File: config.mk
export PLATFORM = sky130hd
export DESIGN_NAME = divider_result_fifo_flat
export DESIGN_NICKNAME = d
export VERILOG_FILES = /design/src/rtl/divider_result_fifo_if.sv /design/src/rtl/divider_result_fifo.sv /design/src/flat_wrapper.sv
export SDC_FILE = /design/constraint.sdc
export NUM_CORES = 1
export LEC_CHECK = 0
export ABC_AREA = 0
export CAP_MARGIN = 20
export CORE_UTILIZATION = 38
export DETAILED_ROUTE_END_ITERATION = 8
export SLEW_MARGIN = 5
export SYNTH_ARGS = -nofsm -noshare
export SYNTH_HDL_FRONTEND = slang
export SYNTH_SLANG_ARGS = --single-unit
File: constraint.sdc
create_clock -name clk -period 3 [get_ports clk]
set_clock_uncertainty 0.05 [all_clocks]
set_input_delay 0.6 -clock clk [delete_from_list [all_inputs] [get_ports clk]]
set_output_delay 0.6 -clock clk [all_outputs]
set_load 0.1 [all_outputs]
File: src/rtl/divider_result_fifo_if.sv
// Result bus between the divider output stage and its consumer: pipeline-side
// inputs, the valid/ready head of the result FIFO, and the status flags.
interface divider_result_fifo_if #(
  parameter int unsigned WIDTH_DIVIDEND = 5,
  parameter int unsigned WIDTH_DIVISOR  = 3,
  parameter int unsigned FIFO_DEPTH     = 4
);
  localparam int unsigned LvlW = $clog2(FIFO_DEPTH) + 1;

  logic                      in_vld;
  logic [WIDTH_DIVIDEND-1:0] in_quot;
  logic [WIDTH_DIVISOR-1:0]  in_rem;
  logic [WIDTH_DIVISOR-1:0]  in_divisor;
  logic                      out_rdy;
  logic                      ovf_clr;
  logic                      out_vld;
  logic [WIDTH_DIVIDEND-1:0] out_quot;
  logic [WIDTH_DIVISOR-1:0]  out_rem;
  logic                      out_dz;
  logic                      ovf;
  logic [LvlW-1:0]           level;

  modport master (
    output in_vld, in_quot, in_rem, in_divisor, out_rdy, ovf_clr,
    input  out_vld, out_quot, out_rem, out_dz, ovf, level
  );

  modport slave (
    input  in_vld, in_quot, in_rem, in_divisor, out_rdy, ovf_clr,
    output out_vld, out_quot, out_rem, out_dz, ovf, level
  );
endinterface

File: src/rtl/divider_result_fifo.sv
// Output stage of the pipelined divider: rounds/flags each result, then buffers
// it in a small valid/ready FIFO. The pipeline cannot stall, so drops set ovf.
module divider_result_fifo #(
  parameter int unsigned WIDTH_DIVIDEND = 5,
  parameter int unsigned WIDTH_DIVISOR  = 3,
  parameter int unsigned FIFO_DEPTH     = 4,
  parameter bit          ROUND_EN       = 1'b1
) (
  input logic                    clk,
  input logic                    arst_n,
  divider_result_fifo_if.slave   bus_io
);
  localparam int unsigned PtrW  = $clog2(FIFO_DEPTH);
  localparam int unsigned LvlW  = PtrW + 1;
  localparam int unsigned WordW = 1 + WIDTH_DIVISOR + WIDTH_DIVIDEND;

  typedef logic [WordW-1:0] word_t;

  // Stage 1: rounding and divide-by-zero substitution
  logic                      s1_vld_q;
  logic [WIDTH_DIVIDEND-1:0] s1_q_q, s1_q_d;
  logic [WIDTH_DIVISOR-1:0]  s1_r_q, s1_r_d;
  logic                      s1_dz_q, s1_dz_d;
  logic                      round_up;

  always_comb begin
    s1_q_d   = bus_io.in_quot;
    s1_r_d   = bus_io.in_rem;
    s1_dz_d  = 1'b0;
    round_up = 1'b0;
    if (bus_io.in_divisor == '0) begin
      s1_q_d  = '1;
      s1_r_d  = '0;
      s1_dz_d = 1'b1;
    end else begin
      // Twice the remainder against the divisor, one bit wider so it cannot wrap.
      round_up = ROUND_EN && ({bus_io.in_rem, 1'b0} >= {1'b0, bus_io.in_divisor});
      if (round_up && (bus_io.in_quot != '1)) begin
        s1_q_d = bus_io.in_quot + 1'b1;
      end
    end
  end

  always_ff @(posedge clk) begin
    if (!arst_n) begin
      s1_vld_q <= 1'b0;
      s1_q_q   <= '0;
      s1_r_q   <= '0;
      s1_dz_q  <= 1'b0;
    end else begin
      s1_vld_q <= bus_io.in_vld;
      if (bus_io.in_vld) begin
        s1_q_q  <= s1_q_d;
        s1_r_q  <= s1_r_d;
        s1_dz_q <= s1_dz_d;
      end
    end
  end

  // Result FIFO
  word_t           mem_q [FIFO_DEPTH];
  logic [PtrW-1:0] wr_ptr_q, wr_ptr_d;
  logic [PtrW-1:0] rd_ptr_q, rd_ptr_d;
  logic [LvlW-1:0] level_q, level_d;
  logic            ovf_q, ovf_d;
  logic            push, pop, full, wr_en, drop;

  assign push  = s1_vld_q;
  assign pop   = bus_io.out_vld & bus_io.out_rdy;
  assign full  = (level_q == LvlW'(FIFO_DEPTH));
  // When full, a same-cycle pop frees the head slot, which is the write slot.
  assign wr_en = push & (~full | pop);
  assign drop  = push & full & ~pop;

  always_comb begin
    wr_ptr_d = wr_ptr_q + PtrW'(wr_en);
    rd_ptr_d = rd_ptr_q + PtrW'(pop);
    level_d  = level_q;
    if (wr_en && !pop) begin
      level_d = level_q + LvlW'(1);
    end else if (pop && !wr_en) begin
      level_d = level_q - LvlW'(1);
    end
    ovf_d = drop | (ovf_q & ~bus_io.ovf_clr);
  end

  always_ff @(posedge clk) begin
    if (!arst_n) begin
      wr_ptr_q <= '0;
      rd_ptr_q <= '0;
      level_q  <= '0;
      ovf_q    <= 1'b0;
      for (int i = 0; i < FIFO_DEPTH; i++) begin
        mem_q[i] <= '0;
      end
    end else begin
      wr_ptr_q <= wr_ptr_d;
      rd_ptr_q <= rd_ptr_d;
      level_q  <= level_d;
      ovf_q    <= ovf_d;
      if (wr_en) begin
        mem_q[wr_ptr_q] <= {s1_dz_q, s1_r_q, s1_q_q};
      end
    end
  end

  assign {bus_io.out_dz, bus_io.out_rem, bus_io.out_quot} = mem_q[rd_ptr_q];
  assign bus_io.out_vld = (level_q != '0);
  assign bus_io.ovf     = ovf_q;
  assign bus_io.level   = level_q;
endmodule

File: src/flat_wrapper.sv
// flat-port wrapper written by rule: the top's interface ports become plain ports
module divider_result_fifo_flat 
#(
  parameter int unsigned WIDTH_DIVIDEND = 5,
  parameter int unsigned WIDTH_DIVISOR  = 3,
  parameter int unsigned FIFO_DEPTH     = 4,
  parameter bit          ROUND_EN       = 1'b1
)
  (clk, arst_n, bus_io_in_vld, bus_io_in_quot, bus_io_in_rem, bus_io_in_divisor, bus_io_out_rdy, bus_io_ovf_clr, bus_io_out_vld, bus_io_out_quot, bus_io_out_rem, bus_io_out_dz, bus_io_ovf, bus_io_level);
  divider_result_fifo_if #(.WIDTH_DIVIDEND(WIDTH_DIVIDEND), .WIDTH_DIVISOR(WIDTH_DIVISOR), .FIFO_DEPTH(FIFO_DEPTH)) bus_io_i ();
  input logic clk;
  input logic arst_n;
  input wire logic [$bits(bus_io_i.in_vld)-1:0] bus_io_in_vld;
  input wire logic [$bits(bus_io_i.in_quot)-1:0] bus_io_in_quot;
  input wire logic [$bits(bus_io_i.in_rem)-1:0] bus_io_in_rem;
  input wire logic [$bits(bus_io_i.in_divisor)-1:0] bus_io_in_divisor;
  input wire logic [$bits(bus_io_i.out_rdy)-1:0] bus_io_out_rdy;
  input wire logic [$bits(bus_io_i.ovf_clr)-1:0] bus_io_ovf_clr;
  output wire logic [$bits(bus_io_i.out_vld)-1:0] bus_io_out_vld;
  output wire logic [$bits(bus_io_i.out_quot)-1:0] bus_io_out_quot;
  output wire logic [$bits(bus_io_i.out_rem)-1:0] bus_io_out_rem;
  output wire logic [$bits(bus_io_i.out_dz)-1:0] bus_io_out_dz;
  output wire logic [$bits(bus_io_i.ovf)-1:0] bus_io_ovf;
  output wire logic [$bits(bus_io_i.level)-1:0] bus_io_level;
  assign bus_io_i.in_vld = bus_io_in_vld;
  assign bus_io_i.in_quot = bus_io_in_quot;
  assign bus_io_i.in_rem = bus_io_in_rem;
  assign bus_io_i.in_divisor = bus_io_in_divisor;
  assign bus_io_i.out_rdy = bus_io_out_rdy;
  assign bus_io_i.ovf_clr = bus_io_ovf_clr;
  assign bus_io_out_vld = bus_io_i.out_vld;
  assign bus_io_out_quot = bus_io_i.out_quot;
  assign bus_io_out_rem = bus_io_i.out_rem;
  assign bus_io_out_dz = bus_io_i.out_dz;
  assign bus_io_ovf = bus_io_i.ovf;
  assign bus_io_level = bus_io_i.level;
  divider_result_fifo #(.WIDTH_DIVIDEND(WIDTH_DIVIDEND), .WIDTH_DIVISOR(WIDTH_DIVISOR), .FIFO_DEPTH(FIFO_DEPTH), .ROUND_EN(ROUND_EN)) u_core (.clk(clk), .arst_n(arst_n), .bus_io(bus_io_i));
endmodule
=== After elaboration in Yosys (flattened, before gate mapping) ===
Memory sizes are Yosys's and may differ from the RTL's. A register that Yosys moved wholly into a read port is not among the register bits.
Index checks and enable logic that the tools add are counted.

* Memory bits (writable): 36
* Flip-flop bits (word level): 18
* Output and inout port bits: 14
* Memories: 1
* Bits in read-only memories: 0
* Input bits: 16
* Word-level logic and storage cells: 50
* Latch bits: 0

{| class="wikitable"
|+ Memory list
! memory !! words !! bits a word !! rd ports !! clocked after memory_dff !! write ports !! line !! source
|-
| u_core.mem_q || 4 || 9 || 1 || 1 || 4 || divider_result_fifo.sv:61 || <nowiki>word_t mem_q [FIFO_DEPTH];</nowiki>
|}

* Bitwise gates (word level): 10
* $lt $le $gt $ge: 1
* Mux-type cells: 14
* Add/subtract/negate cells: 5
* Equality and inequality tests: 2
* Multipliers: 0
* Reductions and logical operators: 9
* Shifts and indexed selects: 0
* Div/mod/pow operators: 0

{| class="wikitable"
|+ Operators with widths
! cell !! count
|-
| 2-to-1 mux 5 bit || 2
|-
| 2-to-1 mux 3 bit || 3
|-
| 2-to-1 mux 9 bit || 1
|-
| OR reduction 9 bit || 1
|-
| 2-to-1 mux 1 bit || 6
|-
| adder 5 x 1 -> 5 bit, second input constant || 1
|-
| bitwise AND 1 bit || 5
|-
| != test 5 bit, second input constant || 1
|-
| adder 2 x 1 -> 2 bit || 2
|-
| greater-or-equal comparator 4 x 3 -> 1 bit || 1
|-
| 2-to-1 mux 2 bit || 2
|-
| adder 3 x 1 -> 3 bit, second input constant || 1
|-
| == test 3 bit, second input constant || 1
|-
| logical AND 1 bit || 3
|-
| logical NOT 3 bit || 1
|-
| inverter 1 bit || 3
|-
| nonzero test 3 bit || 1
|-
| subtractor 3 x 1 -> 3 bit, second input constant || 1
|-
| logical NOT 1 bit || 2
|-
| bitwise OR 1 bit || 2
|-
| nonzero test 2 bit || 1
|}

=== Longest topological paths before layout ===
* Word-level depth: 9
* Depth in mapped cells: 9

=== Worst setup path after synthesis ===
OpenSTA, ideal clock, no wires.

* Path kind: reg-to-reg
* Start point: register u_core.level_q[0] (netlist: u_core.bus_io.level[0])
* End point: register u_core.level_q[2] (netlist: u_core.bus_io.level[2])
* Cell stages (with the launch flop): 10
* Arrival time: 3.149 ns
* Path slack: -0.274 ns
* Clock period less this slack: 3.274 ns
* Data required time: 2.874 ns
* Setup time: 0.076 ns
* Path through: dfxtp_1 > or3_1 > and2_1 > inv_1 > ha_1 > inv_1 > fa_1 > xor2_1 > or3_1 > a21boi_0

* Cells in the longest elaborated chain, start to end: 7
* Elaborated cells between the ends (all ways): 15
* Those cells by class: 2 x add/sub; 1 x eq/ne; 2 x mux; 4 x bitwise; 6 x reduce/logical

{| class="wikitable"
|+ Ends and longest elaborated chain
! what !! line !! source
|-
| from (decl) || divider_result_fifo.sv:64 || <nowiki>logic [LvlW-1:0] level_q, level_d;</nowiki>
|-
| from (signal assigned) || divider_result_fifo.sv:99 || <nowiki>level_q <= level_d;</nowiki>
|-
| nonzero test 3 bit (*) || divider_result_fifo.sv:108 || <nowiki>assign bus_io.out_vld = (level_q != '0);</nowiki>
|-
| named net bus_io_out_vld || flat_wrapper.sv:19 || <nowiki>output wire logic [$bits(bus_io_i.out_vld)-1:0] bus_io_out_vld;</nowiki>
|-
| bitwise AND 1 bit (*) || divider_result_fifo.sv:69 || <nowiki>assign pop = bus_io.out_vld & bus_io.out_rdy;</nowiki>
|-
| bitwise OR 1 bit || divider_result_fifo.sv:72 || <nowiki>assign wr_en = push & (~full | pop);</nowiki>
|-
| bitwise AND 1 bit || divider_result_fifo.sv:72 ||
|-
| logical NOT 1 bit || divider_result_fifo.sv:81 || <nowiki>end else if (pop && !wr_en) begin</nowiki>
|-
| logical AND 1 bit || divider_result_fifo.sv:81 ||
|-
| nonzero test 2 bit (no line) || n/a ||
|}

Mark *: on every way through the listed nets, which the timed path passes. The rest lies on a longest branch. The select of a mux whose other input is x is not followed.
A chain may end at the register's enable or synchronous reset.

=== Worst setup path in the final report ===
* Start point: input port bus_io_out_rdy
* End point: register u_core.level_q[2] (netlist: u_core.bus_io.level[2])

* Cells in the longest elaborated chain, start to end: 6
* Elaborated cells between the ends (all ways): 9
* Those cells by class: 1 x mux; 3 x bitwise; 5 x reduce/logical

{| class="wikitable"
|+ Ends and longest elaborated chain
! what !! line !! source
|-
| from (decl) || flat_wrapper.sv:17 || <nowiki>input wire logic [$bits(bus_io_i.out_rdy)-1:0] bus_io_out_rdy;</nowiki>
|-
| bitwise AND 1 bit (*) || divider_result_fifo.sv:69 ||
|-
| bitwise OR 1 bit || divider_result_fifo.sv:72 ||
|-
| bitwise AND 1 bit || divider_result_fifo.sv:72 ||
|-
| logical NOT 1 bit || divider_result_fifo.sv:81 ||
|-
| logical AND 1 bit || divider_result_fifo.sv:81 ||
|-
| nonzero test 2 bit (no line) || n/a ||
|}

Mark *: on every way between the ends. The rest lies on a longest branch, timed or not.

==> impl_metrics.toml <==
[timing]
fin_setup_tns_ns = 0
hold_slack_ns = 0.505
period_share_pct = 83.8
slew_viol_final = 0
layout_setup_ws_ns = 0.486
setup_viol = 0
period_minus_slack_ns = 2.51
hold_viol_final = 0
worst_slew_pin_slew_ns = 0.598
rsz0062_at_grt = "false"
fmax_mhz = 398
max_slew_margin_pct = 60.0

[critical_path]
path_max_fanout = 4
endpoint_kind = "register"
cp_common_cell = "inv_1"
slowest_stage = "or4b_4"
worst_setup_path_start_kind = "input pin"
critPathArrivalTime_ns = 2.69
cpPeakStageDelay_ns = 0.52
required_ns = 3.18
critical_path_class = "input pin to register"
startpoint = "bus_io_out_rdy"
worstReg2RegStart = "u_core.bus_io.level[0]"
worstPathCellList = "clkdlybuf4s50_1, or4b_4, nand2_1, inv_1, ha_1, inv_1, fa_1, xor2_1, or3_1, a21boi_0"

[place]
numPlacedInstances = 291
dp_hpwl_mm = 3.08
dp_worst_setup_slack_ns = 0.146
io_buffers = 29
gp_congestion = 0.705
placed_cell_area_sq_um = 2840

[global_routing]
overflow = 0
antenna_found_initial = 0
grt_pass1_vias = 1399
grt_pass1_wl_mm = 7.36
grtUsageTotal_pct = 13.9
grt_start_max_net_pins = 24

[layout]
finalNonFillerCells = 299
area_delta_synth_final_pct = 17.4
fin_nets = 245
drive_gt1_share_pct = 17.6
num_antenna_cells = 0
fin_area_sq_um = 2920
fillers = 582

[yosys]
syn_area_sq_um = 2490
synth-async-reset-ratio_pct = 0
synthFlopType = "edfxtp_1"
synth_cell_types = 32
synth-seq-area-share_pct = 58.0
syn-num-nets = 212
postSynthAreaPerCell_sq_um = 13.2
yosys_warnings = 0
syn-instance-count = 188
ys_ff_latch = 54
synth_edf_count = 36

[min_path]
hp-start = "u_core.bus_io.level[2]"
min_path_type = "register to register"

[cts]
post_cts_resized = 0
cts_tree = "yes"
numCtsBuffers = 5
clock_path_buffers = 2
cts_setup_buffers = 0
htreeDepth = 2
cts_sinks = 54
clkLatencyLatePin_ns = 0.30
ctsHoldBuffers = 0
path_clk_slew_ns = 0.09
root_buffer = "clkbuf_8"

[route]
vias_per_cell = 4.88
wl_mm = 4.33
drtIter0Drc = 89
dr.pass1.iters = 5
num_vias = 1458
drc = 0
ant_nets = 0
wl_per_cell_microns = 14.5

[power]
ir_drop_uv = 673
power_density_nw_per_um2 = 814
leakage_nw = 1.13

[job]
max-cap-violations = 0

[floorplanning]
start_util_pct = 39.2
die_w_microns = 82.9
coreArea_sq_um = 6350
ios = 30
die_y_microns = 82.9
std_cell_rows = 29
die_area_sq_um = 6870

[status]
status = "finished, final reports clean"
path summary, 6_finish.rpt:
kind,to,slack (ns),cells after the start
setup / recovery,u_core.bus_io.level[2],0.49,10
hold / removal,u_core.bus_io.level[2],0.50,2
setup reg to reg,u_core.bus_io.level[2],0.62,9
hold reg to reg,u_core.bus_io.level[2],0.50,2
metal layers:
metal	track usage, %	share of wire [%]	vias up	wire [microns]
li1	-	-	734	-
met1	18.5	46	686	1990
met2	22.4	49	32	2120
met3	2.78	3.2	6	137
met4	5.17	1.7	0	73
met5	0	0	-	0
layout by cell type, fill, tap and decap left out, drive strengths merged:
cell           synthesis  final
o31a                   1      1
or4b                   1      1
o21ai                  9      9
nand3                  1      1
nand2                  2      2
clkbuf                 5      6
nand4b                 1      1
nor3                   1      1
mux2i                  3      3
clkinv                 0      2
a21oi                 11     11
clkdlybuf4s50          0     15
nor2b                  7      7
and3                   2      2
mux4                   9      9
nor2                   2      2
nand3b                 1      1
xor2                   3      3
a21boi                 1      1
o22ai                  1      1
inv                    7      7
ha                     7      7
nor3b                  1      1
a211oi                 1      1
or3                    2      2
dfxtp                 18     18
xnor2                  4      4
and2                  44     44
edfxtp                36     36
buf                    2     18
fa                     1      1
nand2b                 4      4
cells by family (layout without fill, tap and decap cells):
family	count (synthesis)	in the layout	synth area share (%)
compound gates	24	24	5.23
mux	12	12	9.36
buf+inv	14	48	2.47
simple gates	69	69	18.2
xor+xnor	7	7	2.47
fa+ha+maj	8	8	4.33
flops	54	54	58.0
synth_stat cells (all sizes together), types with 2 or more instances:
| cell type | count | share of area (%) |
|---|---|---|
| o21ai | 9 | 1.8 |
| and3 | 2 | 0.70 |
| mux4 | 9 | 8.2 |
| inv | 7 | 1.1 |
| nand2b | 4 | 1.0 |
| clkbuf | 5 | 0.75 |
| a21oi | 11 | 2.2 |
| nand2 | 2 | 0.30 |
| ha | 7 | 3.5 |
| buf | 2 | 0.65 |
| xor2 | 3 | 1.1 |
| and2 | 44 | 11 |
| edfxtp | 36 | 43 |
| nor2b | 7 | 1.8 |
| mux2i | 3 | 1.2 |
| nor2 | 2 | 0.30 |
| dfxtp | 18 | 14 |
| or3 | 2 | 0.50 |
| xnor2 | 4 | 1.4 |
metrics by stage:
stage / util, % / power (mW)
after floorplan: - / 1.81
after global placement: 44.7 / 2.02
after detailed placement: 44.7 / 2.02
after CTS: 46.0 / 2.40
after global routing: 46.0 / 2.48
final: 46.0 / 2.37
area by class of cell:
cell class / count / area (sq um) / area share [%]
flip-flops and latches: 54 / 1440 / 49.4
well taps: 77 / 96.3 / 3.30
inverters: 7 / 26.3 / 0.900
multi-input cells: 120 / 988 / 33.9
clock buffers: 6 / 72.6 / 2.49
repair buffers: 33 / 285 / 9.77
clock inverters: 2 / 8.76 / 0.300
where the power goes:
| group | internal, mW | switching (mW) |
|---|---|---|
| clock | 0.161 | 0.223 |
| combinational | 0.315 | 0.739 |
| sequential | 0.860 | 0.0775 |
critical path, delay by kind of cell:
family	cells	cell delay (ns)
AND/OR/NAND/NOR	3	0.94
buffers and inverters	3	0.54
adder cells (fa/ha/maj)	2	0.37
AO/OA/AOI/OAI	1	0.17
XOR/XNOR	1	0.07
flip-flops by register name, summed over array words and instances (netlist names):
name,count
u_core.push,1
u_core.s1_r_q,3
u_core.wr_ptr_q,2
u_core.s1_q_q,5
u_core.bus_io.level,3
u_core.mem_q,36
u_core.bus_io.ovf,1
u_core.rd_ptr_q,2
u_core.s1_dz_q,1
(Power assumes the default switching activity.)
